## config.mk

```make
export PLATFORM = sky130hd
export DESIGN_NAME = ysyx_2022040010_mem_arbiter
export DESIGN_NICKNAME = d
export VERILOG_FILES = /design/src/rtl/ysyx_2022040010_mem_arbiter_pkg.sv /design/src/rtl/ysyx_2022040010_arb_pick.sv /design/src/rtl/ysyx_2022040010_mem_arbiter.sv
export SDC_FILE = /design/constraint.sdc
export NUM_CORES = 1
export LEC_CHECK = 0
export ABC_AREA = 0
export CORE_AREA = 2 2 213 215
export DETAILED_ROUTE_END_ITERATION = 8
export DIE_AREA = 0 0 215 217
export SYNTH_ARGS = -nofsm -noshare
export SYNTH_HDL_FRONTEND = slang
export SYNTH_SLANG_ARGS = --single-unit
```

## constraint.sdc

```tcl
create_clock -name clk -period 2.6 [get_ports clk]
set_input_delay 0.78 -clock clk [delete_from_list [all_inputs] [get_ports clk]]
set_output_delay 0.78 -clock clk [all_outputs]
set_load 0.02 [all_outputs]
```

## src/rtl/ysyx_2022040010_mem_arbiter_pkg.sv

```systemverilog
// rtl/ysyx_2022040010_mem_arbiter_pkg.sv - memory map, FSM encoding and cached-address classifier
package ysyx_2022040010_mem_arbiter_pkg;

  localparam logic [63:0] CONFIG_MBASE = 64'h0000_0000_8000_0000;
  localparam logic [63:0] CONFIG_MSIZE = 64'h0000_0000_1fff_ffff;

  typedef enum logic [1:0] {
    ARB_IDLE  = 2'd0,
    ARB_ISSUE = 2'd1,
    ARB_WAIT  = 2'd2
  } arb_state_e;

  // Both bounds inclusive; everything else goes to the uncache bridge.
  function automatic logic is_cached(input logic [63:0] addr);
    return (addr >= CONFIG_MBASE) && (addr <= CONFIG_MBASE + CONFIG_MSIZE);
  endfunction

endpackage

```

## src/rtl/ysyx_2022040010_arb_pick.sv

```systemverilog
// rtl/ysyx_2022040010_arb_pick.sv - 2-way IFU/LSU winner select (ARB_RR_EN: round-robin, else LSU priority)
module ysyx_2022040010_arb_pick
  import ysyx_2022040010_mem_arbiter_pkg::*;
(
  input  logic clk,
  input  logic rst,
  input  logic if_req,
  input  logic lsu_req,
  input  logic gnt_en,
  output logic pick_lsu
);

`ifdef ARB_RR_EN
  // 1 = the most recent grant went to the LSU; reset favours the LSU first.
  logic rr_last_lsu;

  always_ff @(posedge clk or negedge rst) begin
    if (!rst)
      rr_last_lsu <= 1'b0;
    else if (gnt_en)
      rr_last_lsu <= pick_lsu;
  end

  always_comb begin
    if (if_req && lsu_req)
      pick_lsu = !rr_last_lsu;
    else
      pick_lsu = lsu_req;
  end
`else
  logic unused_rr;
  assign unused_rr = &{1'b0, clk, rst, gnt_en, if_req};
  assign pick_lsu  = lsu_req;
`endif

endmodule

```

## src/rtl/ysyx_2022040010_mem_arbiter.sv

```systemverilog
// rtl/ysyx_2022040010_mem_arbiter.sv - IFU/LSU arbiter to cache/uncache back-end (ARB_RR_EN selects round-robin)
module ysyx_2022040010_mem_arbiter
  import ysyx_2022040010_mem_arbiter_pkg::*;
#(
  parameter int AW         = 64,
  parameter int DW         = 64,
  parameter int UC_TIMEOUT = 255
) (
  input  logic            clk,
  input  logic            rst,
  input  logic            if_req,
  input  logic [AW-1:0]   if_addr,
  input  logic            lsu_req,
  input  logic [AW-1:0]   lsu_addr,
  input  logic            lsu_wen,
  input  logic [DW-1:0]   lsu_wdata,
  input  logic [DW/8-1:0] lsu_wstrb,
  output logic            if_gnt,
  output logic            lsu_gnt,
  output logic            if_rvalid,
  output logic            lsu_rvalid,
  output logic [DW-1:0]   rdata,
  output logic            rerr,
  output logic            c_req,
  output logic            uc_req,
  input  logic            c_ready,
  input  logic            uc_ready,
  output logic [AW-1:0]   m_addr,
  output logic            m_wen,
  output logic [DW-1:0]   m_wdata,
  output logic [DW/8-1:0] m_wstrb,
  input  logic            c_rvalid,
  input  logic            uc_rvalid,
  input  logic [DW-1:0]   c_rdata,
  input  logic [DW-1:0]   uc_rdata
);

  localparam int            CW     = $clog2(UC_TIMEOUT + 1);
  localparam logic [CW-1:0] TO_VAL = CW'(UC_TIMEOUT);

  arb_state_e    state, state_nx;
  logic          owner_lsu, route_uc, fault;
  logic [CW-1:0] to_cnt;
  logic          pick_lsu, grant, busy, timeout, resp_in, done;
  logic          sel_cached;
  logic [AW-1:0] sel_addr;

  assign grant      = (state == ARB_IDLE) && (if_req || lsu_req);
  assign busy       = (state == ARB_ISSUE) || (state == ARB_WAIT);
  assign resp_in    = (state == ARB_WAIT) && (route_uc ? uc_rvalid : c_rvalid);
  assign timeout    = busy && route_uc && !fault && (to_cnt == TO_VAL);
  assign done       = resp_in || timeout || ((state == ARB_ISSUE) && fault);
  assign sel_addr   = pick_lsu ? lsu_addr : if_addr;
  assign sel_cached = is_cached(64'(sel_addr));

  ysyx_2022040010_arb_pick u_pick (
    .clk      (clk),
    .rst      (rst),
    .if_req   (if_req),
    .lsu_req  (lsu_req),
    .gnt_en   (grant),
    .pick_lsu (pick_lsu)
  );

  always_ff @(posedge clk or negedge rst) begin
    if (!rst)
      state <= ARB_IDLE;
    else
      state <= state_nx;
  end

  // Timeout is checked before ready so a dropped uc_req is never counted as accepted.
  always_comb begin
    state_nx = state;
    case (state)
      ARB_IDLE:  if (grant) state_nx = ARB_ISSUE;
      ARB_ISSUE: begin
        if (fault || timeout)
          state_nx = ARB_IDLE;
        else if (route_uc ? uc_ready : c_ready)
          state_nx = ARB_WAIT;
      end
      ARB_WAIT:  if (resp_in || timeout) state_nx = ARB_IDLE;
      default:   state_nx = ARB_IDLE;
    endcase
  end

  always_comb begin
    if_gnt     = grant && rst && !pick_lsu;
    lsu_gnt    = grant && rst && pick_lsu;
    c_req      = (state == ARB_ISSUE) && !route_uc;
    uc_req     = (state == ARB_ISSUE) && route_uc && !fault && !timeout;
    if_rvalid  = done && !owner_lsu;
    lsu_rvalid = done && owner_lsu;
    rerr       = done && !resp_in;
    rdata      = '0;
    if (resp_in)
      rdata = route_uc ? uc_rdata : c_rdata;
  end

  // An uncached IFU fetch is a fault: it is granted but never sent downstream.
  always_ff @(posedge clk or negedge rst) begin
    if (!rst) begin
      owner_lsu <= 1'b1;
      route_uc  <= 1'b0;
      fault     <= 1'b0;
      m_addr    <= '0;
      m_wen     <= 1'b0;
      m_wdata   <= '0;
      m_wstrb   <= '0;
    end else if (grant) begin
      owner_lsu <= pick_lsu;
      route_uc  <= !sel_cached;
      fault     <= !pick_lsu && !sel_cached;
      m_addr    <= sel_addr;
      m_wen     <= pick_lsu && lsu_wen;
      m_wdata   <= pick_lsu ? lsu_wdata : '0;
      m_wstrb   <= pick_lsu ? lsu_wstrb : '0;
    end
  end

  always_ff @(posedge clk or negedge rst) begin
    if (!rst)
      to_cnt <= '0;
    else if (grant)
      to_cnt <= '0;
    else if (busy && (to_cnt != TO_VAL))
      to_cnt <= to_cnt + CW'(1);
  end

endmodule

```

==> metrics <==
# hold bufs at CTS=0; violated checks=setup timing; Worst Hold Launch=m_wdata[54]$_DFFE_PN0P_; status=finished with violations; Register Area=roughly 3800 um2; worst hold path class=reg -> reg; first-pass GRT wire length=between 50000 and 60000 um; RSZ-0062 raised after global routing=yes; Peak Freq=between 300 and 400 MHz; sequential share of power=0.275; Leakage=a little over 7 nW; vias in the first global route=slightly below 9000; RR Endpoint=route_uc$_DFFE_PN0P_; Vias per Instance=roughly 4.2; TritonCTS Buffers=17; Synth Flop Type=dfrtp_1; final worst setup slack=-0.162 ns; Final nets=between 1500 and 2000; width of the die=215 um; Synthesized Nets=1198; initial antenna violation count=6; Critical Path AT=a little under 2 ns; final setup fails=66; critical path cell sequence=dlygate4sd2_1 > mux2i_2 > nand2b_4 > buf_12 > clkbuf_16 > nor2_4 > buf_6; minimum clock period=2.76 ns; Worst setup EP type=primary output; Post-Place Cells=about 2000; wire length per cell=19.4 um; Commonest cells post-synth=nand2_1, dfrtp_1, mux2i_1; Synth-to-Final Area Change=104%; total number of vias=about 8700; critical path's largest stage delay=0.24 ns; sequential share of the synthesized area=0.481; Synth Area per Inst=9.11 um2; layout cells sized above 1=0.202; P_int=~0.0083 W; Comb pwr share=0.548; WHS Path Cells=2; IO buf count=between 500 and 600; effective utilization at floorplan=0.175; DIE AREA=46700 um2; placement-stage worst setup slack=-0.735 ns; CTS tree=yes; Fin. Hold Viols=0; Layout Cells excl Fill=roughly 2100; Core Rows=78; 1st-iter DRT viols=364; critical path type=in -> out; multi-input logic area=about 4400 um2; switching share of power=0.421; Syn Std Cell Area=roughly 8000 um2; HPWL Detailed=between 20000 and 30000 um; Max Cap Viol=0; critical path fanouts, max=8; most common cell in the netlist=nand2_1; Clock Path Buffers=2; Tot GR Track Use=0.163; Critical Path RT=approximately 1.8 ns; Hold Path End=m_wdata[54]$_DFFE_PN0P_; R2R depth=8; clock share of power=0.177; Worst path slowest cell=dlygate4sd2_1; asr flop ratio synth=1.00; flop-to-flop setup slack=0.43 ns; largest net degree at the start of global routing=151; setup TNS=-7.82 ns; Worst R2R Start=state[0]$_DFFE_PN0P_; filler cell count=roughly 4500; Final ANT Viol Nets=0; total global routing overflow=0; Clock Skews=between 0.008 and 0.009 ns; DRC viols=0; clk_lat worst skew=between 0.4 and 0.5 ns; Peak VDD IR=~0.53 mV; GP Congestion=approximately 0.96; Die H=217 um; number of synthesized register bits=150; Final Cycle Share=1.06; Final Slew Violations=0; cells after synthesis=approximately 860; CTS H-tree lvls=4; normalized max-slew margin=0.319; WL final=between 30000 and 40000 um; Placeable Area=between 40000 and 50000 um2; Psw=approximately 0.0060 W; largest area contributor in the netlist=dfrtp_1; yosys warns=0; Yosys cell types=45; CP bufs+invs=4; # IOs=between 500 and 600; Pwr Density=approximately 900 nW/um2; number of flops mapped to enable cells by yosys=0; delay-heaviest family, CP=buffers and inverters; top cells by area in the synthesized netlist=dfrtp_1, mux2i_1, nand2_1; hold_ws=0.466 ns; Root Buffer=clkbuf_16; slew at the pin closest to its max-slew limit=between 1 and 1.5 ns; Startpoint Class=input port; clock sink count=150; TritonRoute pass-1 iters=4; Worst-path clk slew=around 0.070 ns; share of the synthesized area in the top cell type=0.478
==> placed cells by master, fill, tap and decap left out, drive strengths merged, types with 2 or more instances in the layout <==
| cell | synthesis | final |
|---|---|---|
| o311ai | 2 | 2 |
| nor2 | 78 | 78 |
| clkinv | 0 | 4 |
| mux2i | 130 | 130 |
| diode | 0 | 3 |
| clkbuf | 24 | 21 |
| nor4 | 13 | 13 |
| o21ai | 65 | 65 |
| nor3 | 4 | 4 |
| buf | 39 | 150 |
| dfrtp | 149 | 149 |
| o22ai | 2 | 2 |
| and2 | 3 | 3 |
| clkinvlp | 0 | 3 |
| and3 | 3 | 3 |
| o31ai | 3 | 3 |
| a21oi | 3 | 3 |
| nand4 | 5 | 5 |
| xor2 | 4 | 4 |
| nor4b | 3 | 3 |
| a211oi | 3 | 3 |
| ha | 4 | 4 |
| dlygate4sd2 | 0 | 3 |
| clkdlybuf4s50 | 0 | 468 |
| o211ai | 3 | 3 |
| nand3 | 78 | 78 |
| bufbuf | 0 | 2 |
| nor2b | 3 | 3 |
| inv | 4 | 10 |
| nand2 | 219 | 219 |
| or3 | 2 | 2 |
==> worst min-delay path, cell delays in order, from the launching register on <==
cell and delay, ns:
dfrtp_1 0.34, nand2_1 0.05, nand2_1 0.04
==> flip-flops by register name (all words and copies together) (netlist names) <==
name,flops
state,2
m_wdata,64
fault,1
m_wen,1
to_cnt,8
owner_lsu,1
m_addr,64
m_wstrb,8
route_uc,1
==> kinds of logic (layout without fill, tap and decap cells) <==
group           after synthesis  in the layout  synth area share
compound gates               86             86            0.0636
xor+xnor                      4              4           0.00449
buf+inv                      67            662            0.0463
fa+ha+maj                     4              4           0.00641
flops                       150            150             0.481
simple gates                415            415             0.230
other cells                   0              3                 0
mux                         131            131             0.168
==> worst max-delay path by stage <==
| stage | startpoint | end | cells past startpoint |
|---|---|---|---|
| floorplan | lsu_req | if_gnt | 6 |
| global placement | uc_rvalid | rdata[56] | 6 |
| detailed placement | uc_rvalid | rdata[39] | 6 |
| CTS | route_uc$_DFFE_PN0P_ | rdata[54] | 6 |
| global route | route_uc$_DFFE_PN0P_ | rdata[43] | 6 |
| finish | uc_rvalid | rdata[43] | 7 |
==> stage by stage <==
step | area, um2 | util | total power, W
global route | 15900 | 0.356 | 0.0152
floorplan | 7810 | - | 0.00745
global placement | 14200 | 0.317 | 0.0111
detailed placement | 14200 | 0.317 | 0.0112
finish | 15900 | 0.356 | 0.0143
CTS | 15400 | 0.344 | 0.0142
==> per-layer routing <==
layer	routed length, um	track usage	up-vias
met3	2700	0.0475	60
met1	15500	0.179	4116
li1	-	-	4085
met2	20500	0.296	390
met4	1130	0.0600	4
met5	22	0	-
==> layout make-up <==
class                           instances  share of cell area
Sequential cell                       150               0.236
Multi-Input combinational cell        640               0.275
Clock buffer                           18              0.0276
Tap cell                              600              0.0471
Antenna cell                            3            0.000471
Timing Repair Buffer                  626               0.404
Clock inverter                         14             0.00872
Inverter                                4            0.000943
==> power groups by stage <==
stage	registers, W	logic [W]	clock network (W)
floorplan	0.00510	0.00235	0
finish	0.00392	0.00782	0.00253
CTS	0.00394	0.00765	0.00264
detailed placement	0.00396	0.00728	0
global placement	0.00392	0.00721	0
global route	0.00407	0.00841	0.00273
==> what timing repair did <==
item / 4_1_cts / 5_1_grt
setup buffers: 13 / 10
resized for setup: 468 / 128
pin swaps: 8 / 48
endpoints found under the setup margin: 71 / 70
cloned: 7 / 3
(Power assumes the default switching activity.)
